$ cat src/rtl/bcd_double_dabble_seq.sv
// ============================================================================
// Module  : bcd_double_dabble_seq
// Brief   : Sequential binary-to-BCD converter (shift-add-3), sign carried
//           alongside the digits. Optional macro: DD_LEADING_BLANK_EN.
// Rev     : 1.0
// ============================================================================
`default_nettype none

module bcd_double_dabble_seq #(
  parameter int WIDTH  = 8,
  parameter int DIGITS = 3
) (
  input  logic                  i_Clk,
  input  logic                  i_Rst_n,
  input  logic                  i_Start,
  input  logic                  i_Signo,
  input  logic [WIDTH-1:0]      i_Val,
  output logic                  o_Busy,
  output logic                  o_Done,
  output logic                  o_Signo,
  output logic [4*DIGITS-1:0]   o_Bcd,
  output logic [DIGITS-1:0]     o_Blank
);

  localparam int SW = 4*DIGITS + WIDTH;
  localparam int CW = $clog2(WIDTH + 1);

  typedef enum logic [1:0] {
    S_IDLE  = 2'd0,
    S_ADD3  = 2'd1,
    S_SHIFT = 2'd2,
    S_DONE  = 2'd3
  } state_t;

  state_t              r_state, w_next;
  logic [SW-1:0]       r_scratch;
  logic [SW-1:0]       w_add3;
  logic [CW-1:0]       r_cnt;
  logic                r_sign_pend;
  logic                r_done;
  logic                r_sign;
  logic [4*DIGITS-1:0] r_bcd;

  // Every nibble is corrected from its pre-add value, so the adders are independent.
  generate
    for (genvar k = 0; k < DIGITS; k++) begin : g_add3
      logic [3:0] w_nib;
      assign w_nib = r_scratch[WIDTH+4*k +: 4];
      assign w_add3[WIDTH+4*k +: 4] = (w_nib >= 4'd5) ? w_nib + 4'd3 : w_nib;
    end
  endgenerate
  assign w_add3[WIDTH-1:0] = r_scratch[WIDTH-1:0];

  always_comb begin
    w_next = r_state;
    case (r_state)
      S_IDLE:  if (i_Start) w_next = S_ADD3;
      S_ADD3:  w_next = S_SHIFT;
      S_SHIFT: w_next = (r_cnt == CW'(1)) ? S_DONE : S_ADD3;
      S_DONE:  w_next = S_IDLE;
      default: w_next = S_IDLE;
    endcase
  end

  always_ff @(posedge i_Clk or negedge i_Rst_n) begin
    if (!i_Rst_n) begin
      r_state     <= S_IDLE;
      r_scratch   <= '0;
      r_cnt       <= '0;
      r_sign_pend <= 1'b0;
      r_done      <= 1'b0;
      r_sign      <= 1'b0;
      r_bcd       <= '0;
    end else begin
      r_state <= w_next;
      r_done  <= (r_state == S_DONE);
      case (r_state)
        S_IDLE: begin
          if (i_Start) begin
            r_scratch   <= {{(4*DIGITS){1'b0}}, i_Val};
            r_sign_pend <= i_Signo;
            r_cnt       <= CW'(WIDTH);
          end
        end
        S_ADD3:  r_scratch <= w_add3;
        S_SHIFT: begin
          r_scratch <= {r_scratch[SW-2:0], 1'b0};
          r_cnt     <= r_cnt - CW'(1);
        end
        S_DONE: begin
          r_bcd  <= r_scratch[SW-1:WIDTH];
          r_sign <= r_sign_pend;
        end
        default: ;
      endcase
    end
  end

`ifdef DD_LEADING_BLANK_EN
  logic [DIGITS-1:0] r_blank;
  logic [DIGITS-1:0] w_blank;
  logic              w_hi_zero;

  // A digit blanks only when it and every digit above it are zero; units never blank.
  always_comb begin
    w_blank   = '0;
    w_hi_zero = 1'b1;
    for (int k = DIGITS-1; k >= 1; k--) begin
      w_hi_zero  = w_hi_zero & (r_scratch[WIDTH+4*k +: 4] == 4'd0);
      w_blank[k] = w_hi_zero;
    end
  end

  always_ff @(posedge i_Clk or negedge i_Rst_n) begin
    if (!i_Rst_n) begin
      r_blank <= '0;
    end else if (r_state == S_DONE) begin
      r_blank <= w_blank;
    end
  end

  assign o_Blank = r_blank;
`else
  assign o_Blank = '0;
`endif

  assign o_Busy  = (r_state == S_ADD3) || (r_state == S_SHIFT);
  assign o_Done  = r_done;
  assign o_Signo = r_sign;
  assign o_Bcd   = r_bcd;

endmodule

`default_nettype wire

$ cat config.mk
export PLATFORM = sky130hd
export DESIGN_NAME = bcd_double_dabble_seq
export DESIGN_NICKNAME = d
export VERILOG_FILES = /design/src/rtl/bcd_double_dabble_seq.sv
export SDC_FILE = /design/constraint.sdc
export NUM_CORES = 1
export LEC_CHECK = 0
export CORE_UTILIZATION = 35
export DETAILED_ROUTE_END_ITERATION = 8
export GPL_ROUTABILITY_DRIVEN = 0
export HOLD_SLACK_MARGIN = 0.05
export SYNTH_ARGS = -nofsm -noshare
export SYNTH_HDL_FRONTEND = slang
export SYNTH_SLANG_ARGS = --single-unit
$ cat constraint.sdc
create_clock -name i_Clk -period 2.08 [get_ports i_Clk]
set_input_delay 0.208 -clock i_Clk [delete_from_list [all_inputs] [get_ports i_Clk]]
set_output_delay 0.208 -clock i_Clk [all_outputs]
set_load 0.02 [all_outputs]
==> After elaboration in Yosys (flattened, before gate mapping) <==
Index checks and enable logic that the tools add are counted.
{ "classes": {"add_sub_neg": 4, "order_cmp": 3, "n_eq_ne": 8, "mux": 10, "bitwise": 1, "n_reduce_logical": 10} }
{ "op_table": {"columns": ["op", "n"], "rows": [
  ["20-bit one-hot mux with 3 select lines", 1],
  ["20-bit 2-to-1 mux", 1],
  ["4-bit 2-to-1 mux", 4],
  ["4-bit by 2-bit adder with 4-bit output (second input constant)", 3],
  ["4-bit by 3-bit greater-or-equal comparator with 1-bit output (second input constant)", 3],
  ["3-bit AND reduction", 4],
  ["2-bit != test (second input constant)", 4],
  ["2-bit one-hot mux with 4 select lines", 1],
  ["4-bit one-hot mux with 2 select lines", 1],
  ["2-bit == test (second input constant)", 2],
  ["4-bit by 1-bit == test with 1-bit output (second input constant)", 1],
  ["2-bit 2-to-1 mux", 2],
  ["2-bit AND reduction", 2],
  ["4-bit by 1-bit subtractor with 4-bit output (second input constant)", 1],
  ["3-bit nonzero test", 1],
  ["2-bit by 1-bit == test with 1-bit output (second input constant)", 1],
  ["2-bit zero test", 1],
  ["2-bit nonzero test", 1],
  ["1-bit logical OR", 1],
  ["1-bit NOT", 1]
]} }
{ "word_totals": {"regBits": 41, "input_bits": 12, "output_inout_bits": 18, "elab_cells": 46} }

==> Logic depth before layout (Yosys ltp) <==
Gate-level depths: netlist of the first run.
{ "logic_depth": {"word_depth": 3, "mapped_depth": 7} }

==> Worst setup path before layout of the first run <==
Ideal clock, no wire load.
{ "synth_timing": {"kind": "reg-to-reg", "from": "reg r_state[0]", "to": "reg r_scratch[10]", "setup_ps": 128, "arrival_ps": 1576, "required_ps": 1952, "setup_slack_ps": 376, "stages_incl_launch_ff": 7, "n_path_buf": 1, "period_less_slack_ps": 1704, "cell_sequence": "dfrtp_1 -> inv_1 -> ha_1 -> clkbuf_1 -> nand3_1 -> o21ai_0 -> mux2_1"} }
{ "synth_between": {"elab_chain_len": 3} }
{ "synth_lines": {"columns": ["element", "line", "source"], "rows": [
  ["start, declared", "35", "state_t r_state, w_next;"],
  ["start signal, assigned", "75", "r_state <= w_next;"],
  ["2-bit by 1-bit == test with 1-bit output, or another cell as far along", "77", "case (r_state)"],
  ["2-bit != test (no line) / 3-bit nonzero test (equally long branches)", null, null],
  ["3-bit AND reduction (no line)", null, null],
  ["end signal, assigned", "80", "r_scratch <= {{(4*DIGITS){1'b0}}, i_Val};"],
  ["end signal, assigned", "85", "S_ADD3: r_scratch <= w_add3;"],
  ["end signal, assigned", "87", "r_scratch <= {r_scratch[SW-2:0], 1'b0};"],
  ["end, declared", "36", "logic [SW-1:0] r_scratch;"]
]} }
Several ways; a longest one is shown, not always the timed one.
A chain may end at the register's enable or synchronous reset.

==> Worst setup path in the final report of the first run <==
{ "layout_timing": {"from": "reg r_state[1]", "to": "reg r_scratch[10]"} }
Same word-level chain as after synthesis.

==> flow_metrics.py, run 1 <==
metrics = {
    "outcome": {
        "status": "finished, final reports clean",
    },
    "floorplan": {
        "fp-row-count": 28,
        "ioPinCount": 30,
        "initial_utilization_pct": 36.45,
        "die_h_um": 80.53,
        "coreArea_um2": 5921,
        "dieArea_um2": 6484,
        "fp.dieW_um": 80.53,
    },
    "worst_setup_path": {
        "required_ns": 2.26,
        "crit_path_max_fanout": 8,
        "r2r-start": "r_state[1]",
        "crit_arrival_ns": 1.96,
        "rr_worst_depth": 6,
        "crit_type": "register to register",
        "endpoint_kind": "register",
        "r2r_slack_ns": 0.30,
        "crit_start": "r_state[1]",
        "rr_endpoint": "r_scratch[10]",
        "crit_path_end": "r_scratch[10]",
        "start_kind": "register",
    },
    "timing": {
        "rsz0062_at_grt": "false",
        "finalSetupTns_ns": 0,
        "tightestPinTransition_ns": 0.5925,
        "fin_crit_sh_pct": 85.75,
        "finalHoldViolCount": 0,
        "period_needed_ns": 1.784,
        "slew_headroom_pct": 60.50,
        "max_freq_mhz": 560.7,
        "clock_skew_ns": 0.005573,
        "setup_violations": 0,
        "slew_viol_final": 0,
    },
    "power_and_ir_drop": {
        "ir_drop_uv": 558.4,
        "total_power_uw": 3914,
        "p_per_area_nw_per_um2": 1478,
        "leakagePower_uw": 0.001201,
    },
    "logic_synthesis": {
        "synth.distinct_cells": 34,
        "yosysWarnings": 0,
        "ys_seq_area_share_pct": 47.54,
        "yosysMostFrequentCell": "dfrtp_1",
        "synth-edff-count": 0,
        "synth_simple_gate_area_share_pct": 11.94,
        "synth_mux_area_share_pct": 12.58,
        "synth.area.top_cells": "dfrtp_1, mux2_2, ha_1, a21oi_1, o21ai_0",
        "synth_xor_xnor_area_share_pct": 2.029,
        "synthCells": 205,
        "synth_top_family_by_area": "compound AO/OA/AOI/OAI gates",
        "synth_common_cells": "dfrtp_1, a21oi_1, o21ai_0",
        "avgSynthCellArea_um2": 10.53,
        "synth-adder-area-share_pct": 6.957,
        "synth_ff_type": "dfrtp_1",
        "synth_area_um2": 2158,
        "async_flop_share_pct": 100.0,
        "synth_top_area_share_pct": 47.54,
        "ys_seq_elements": 41,
        "synth-compound-area-share_pct": 13.62,
        "yosys.area.top_type": "dfrtp_1",
    },
    "clocking": {
        "h-tree-depth": 2,
        "ctsRootBufferMaster": "clkbuf_8",
        "path_clk_slew_ns": 0.08,
        "clock_path_buffers": 2,
        "cts_num_sinks": 41,
        "cts_buffers": 5,
        "cts_tree": "yes",
        "clk_latency_ns": 0.29,
    },
    "detailed_routing": {
        "routedWlPerCell_um": 12.86,
        "viasPerCell": 4.824,
        "num_vias": 1534,
        "drcViolationCount": 0,
        "dr.pass1.iters": 4,
        "drtAntennaViolNets": 0,
        "wl_mm": 4.090,
        "drt_iter0_drc": 64,
    },
    "layout": {
        "drive_gt1_share_pct": 17.28,
        "fin_nets": 266,
        "syn_to_final_growth_pct": 22.72,
        "diodes": 0,
    },
    "min_path": {
        "hold_path.class": "primary input to async pin",
    },
    "placed_design": {
        "dp_hpwl_mm": 2.990,
        "io_buffers": 26,
    },
    "flow_run": {
        "maxCapViolCount": 0,
    },
    "global_route": {
        "grt_usage_pct": 14.57,
        "grt_pass1_wl_mm": 7.203,
        "grt_pass1_vias": 1516,
        "antenna_found_initial": 0,
        "grt_max_degree": 28,
        "grt-ovfl-total": 0,
    },
}
[area by class of cell]
class	instances	area, um^2
clock buffers	7	96.34
well taps	75	93.84
multi-input cells	142	1028
fillers	556	3272
inverters	15	56.30
repair buffers	37	342.8
flip-flops and latches	41	1026
clock inverters	1	5.005
[through the flow]
| stage | setup slack, ns | hold WS, ns | area, um^2 | instances | util (%) |
|---|---|---|---|---|---|
| after floorplan | 0.3761 | -0.08759 | 2166 | 207 | - |
| after global placement | 0.3553 | 0.2482 | 2535 | 309 | 42.81 |
| after detailed placement | 0.2982 | 0.2579 | 2535 | 309 | 42.81 |
| after CTS | 0.04301 | 0.4625 | 2646 | 318 | 44.70 |
| after global routing | 0.1492 | 0.5001 | 2649 | 318 | 44.74 |
| final | 0.2965 | 0.4624 | 2649 | 318 | 44.74 |
[state kept, by name, summed over array words and instances, names as in the netlist]
signal / count
r_scratch: 20
r_sign_pend: 1
o_Signo: 1
r_cnt: 4
r_state: 2
o_Done: 1
o_Bcd: 12
[worst min path at each step]
stage / from / end
2_1_floorplan: i_Rst_n / o_Bcd[0]
3_3_place_gp: i_Rst_n / r_scratch[4]
3_5_place_dp: i_Rst_n / r_scratch[2]
4_1_cts: i_Rst_n / r_scratch[2]
5_1_grt: i_Val[0] / r_scratch[0]
6_report: i_Rst_n / o_Bcd[4]
[report_power, final]
part | internal [uW] | switching [uW] | total, uW
Clock | 300 | 271 | 571
Sequential | 1090 | 226 | 1320
Combinational | 927 | 1100 | 2030
[layout by cell type (no fill, tap or decap), drive strengths merged, types with 2 or more instances in the layout]
| cell | instances |
|---|---|
| nand2 | 16 |
| mux2 | 17 |
| o21ai | 17 |
| a31oi | 3 |
| mux2i | 8 |
| dfrtp | 41 |
| clkdlybuf4s50 | 24 |
| nor2b | 9 |
| conb | 3 |
| a21oi | 21 |
| a22o | 3 |
| ha | 12 |
| nand2b | 4 |
| inv | 15 |
| nand3 | 4 |
| xor2 | 3 |
| clkbuf | 7 |
| nor2 | 12 |
| buf | 11 |
| xnor2 | 2 |
[critical path, stage by stage (launching register included)]
cell      delay [ns]
dfrtp_1         0.43
inv_1           0.10
ha_1            0.46
nand2b_2        0.12
a21oi_2         0.16
nor2_2          0.08
mux2_1          0.31
[logic make-up after synthesis]
family / after synthesis
buf+inv: 24
simple gates: 50
other cells: 1
fa+ha+maj: 12
mux: 25
compound gates: 47
flops: 41
xor+xnor: 5
[per-layer routing]
layer | global-route usage, % | wire length, um | share of wire [%]
met1 | 19.59 | 2022 | 49
met2 | 22.71 | 1905 | 47
met3 | 3.636 | 128 | 3.1
met4 | 4.821 | 33 | 0.81
met5 | 0 | 0 | 0
[timing repair]
item / in CTS / in global routing
gates resized for setup: 0 / 1
hold buffers: 1 / 0
hold endpoints to repair: 25 / 0
endpoints found under the setup margin: 0 / 1
setup buffers: 0 / 0
No activity file was read; power rests on OpenSTA's default activity.
==> run 2, diff against run 1 <==
Settings changed: TNS_END_PERCENT from default to 5.
==> results of run 2 <==
Same layout as run 1: the final DEF is identical, and so are final timing and power.
==> run 3, diff against run 2 <==
Settings changed: CORE_UTILIZATION 35 to 29.
Clock period 2.08 ns to 1.7 ns, I/O delays scaled along.
==> run 3 against run 2 <==
Compared with the run above: clock-buffer cell count rose by 1; setup slack got worse by 0.25 ns; first-iteration DRC count grew 4.7%; critical path depth down 3; die area up 20%; largest power group unchanged; highest routed layer unchanged.
==> flow_metrics.py, run 3 (synthesized netlist as in run 1, its figures left out) <==
metrics = {
    "global_route": {
        "grt_usage_pct": 12.68,
        "grt_pass1_vias": 1570,
        "grt_max_degree": 24,
        "antenna_found_initial": 0,
        "grt-ovfl-total": 0,
        "grt_pass1_wl_mm": 7.596,
    },
    "clocking": {
        "cts_tree": "yes",
        "post_cts_buffers": 0,
        "h-tree-depth": 2,
        "clock_path_buffers": 2,
        "cts_buffers": 5,
        "clk_latency_ns": 0.29,
        "cts_num_sinks": 41,
        "path_clk_slew_ns": 0.08,
        "ctsRootBufferMaster": "clkbuf_8",
    },
    "worst_setup_path": {
        "crit_chain": "inv_1, ha_2, clkdlybuf4s15_1",
        "endpoint_kind": "primary output",
        "rr_endpoint": "r_scratch[14]",
        "crit_path_max_fanout": 6,
        "path_buf_inv": 2,
        "crit_path_end": "o_Busy",
        "r2r-start": "r_state[0]",
        "required_ns": 1.53,
        "crit_type": "register to primary output",
        "start_kind": "register",
        "slowest_delay_ns": 0.39,
        "crit_start": "r_state[0]",
        "r2r_slack_ns": 0.09,
        "rr_worst_depth": 5,
        "crit_arrival_ns": 1.48,
        "crit_family": "buffers and inverters",
        "cp.depth": 3,
        "slowest_stage": "ha_2",
    },
    "timing": {
        "tightestPinTransition_ns": 0.5185,
        "rsz0062_at_grt": "true",
        "fin_crit_sh_pct": 97.23,
        "setup_ws_ns": 0.04715,
        "holdWs_ns": 0.3654,
        "finalHoldViolCount": 0,
        "period_needed_ns": 1.653,
        "slew_viol_final": 0,
        "max_freq_mhz": 605.0,
        "slew_headroom_pct": 65.39,
        "clock_skew_ns": 0.006295,
        "setup_violations": 0,
    },
    "placed_design": {
        "io_buffers": 26,
        "dp_hpwl_mm": 3.178,
        "placed_cell_area_um2": 2640,
        "pre_cts_ws_ns": 0.02604,
    },
    "detailed_routing": {
        "wl_mm": 4.323,
        "dr.pass1.iters": 4,
        "drcViolationCount": 0,
        "drtAntennaViolNets": 0,
        "num_vias": 1569,
        "routedWlPerCell_um": 12.35,
        "drt_iter0_drc": 67,
        "viasPerCell": 4.483,
    },
    "floorplan": {
        "fp.dieW_um": 88.27,
        "fp-row-count": 31,
        "coreArea_um2": 7214,
        "initial_utilization_pct": 29.92,
        "ioPinCount": 30,
        "die_h_um": 88.27,
        "dieArea_um2": 7792,
    },
    "power_and_ir_drop": {
        "p_clk_share_pct": 12.6,
        "seqPwrFrac_pct": 32.6,
        "p_sw_uw": 1989,
        "power.internal_uw": 2873,
        "power.share.switching_pct": 40.91,
        "p_per_area_nw_per_um2": 1778,
        "ir_drop_uv": 479.5,
        "p_comb_share_pct": 54.8,
        "leakagePower_uw": 0.001222,
    },
    "outcome": {
        "status": "finished, final reports clean",
    },
    "layout": {
        "diodes": 0,
        "fin_nets": 274,
        "syn_to_final_growth_pct": 26.67,
        "drive_gt1_share_pct": 19.92,
        "largest-register": "r_scratch",
        "n_fill_cell": 745,
        "final_area_um2": 2734,
        "final_common_cell": "dfrtp_1",
        "largest_reg_flops": 20,
        "mostFrequentLayoutCells": "dfrtp_1, clkdlybuf4s50_1, a21oi_1",
    },
    "min_path": {
        "hold_path.class": "primary input to async pin",
    },
    "flow_run": {
        "maxCapViolCount": 0,
    },
}
run 3: worst min path at each step:
stage	end	depth (start not counted)	start	slack (ns)
floorplan	o_Bcd[0]	0	i_Rst_n	-0.13
global placement	o_Bcd[11]	1	i_Rst_n	0.16
detailed placement	o_Bcd[11]	1	i_Rst_n	0.16
CTS	r_cnt[3]	2	i_Rst_n	0.38
global route	r_cnt[3]	2	i_Rst_n	0.40
finish	r_cnt[3]	2	i_Rst_n	0.37
run 3: timing repair:
action / CTS / global route
endpoints found under the setup margin: 1 / 15
gates resized for setup: 1 / 3
hold buffers: 1 / 0
endpoints found under the hold margin: 18 / 0
run 3: metrics by stage:
step	total power (uW)	instances	setup TNS, ns	util, %
2_1_floorplan	3332	207	0	-
3_3_place_gp	4229	341	0	36.59
3_5_place_dp	4283	341	0	36.59
4_1_cts	4894	350	0	37.83
5_1_grt	5261	350	-0.1487	37.89
6_report	4861	350	0	37.89
run 3: routing by layer:
layer / vias up / track usage [%] / part of all wire (%)
met1: 756 / 16.56 / 49
li1: 779 / - / -
met2: 28 / 20.49 / 46
met4: 0 / 3.959 / 1.4
met3: 6 / 3.451 / 3.6
met5: - / 0 / 0
run 3: layout make-up:
class                      instances  area [um^2]  share of cell area (%)
multi-input combinational        142         1035                   37.85
sequential                        41         1026                   37.53
timing repair buffer              45        412.9                   15.10
tap                               99        123.9                   4.531
clock buffer                       8        80.08                   2.929
inverter                          15        56.30                   2.059
run 3: power groups by stage:
| stage | combinational, uW | clock, uW | sequential [uW] |
|---|---|---|---|
| floorplan | 1640 | 0 | 1690 |
| global placement | 2640 | 0 | 1590 |
| detailed placement | 2680 | 0 | 1600 |
| CTS | 2670 | 634 | 1590 |
| global route | 2940 | 682 | 1640 |
| finish | 2660 | 613 | 1590 |
run 3: worst reg2reg max path, stage by stage, from the launching register on:
cell      delay (ns)
dfrtp_1         0.40
buf_4           0.15
ha_1            0.20
nand2b_4        0.19
a31oi_4         0.19
mux2_2          0.36
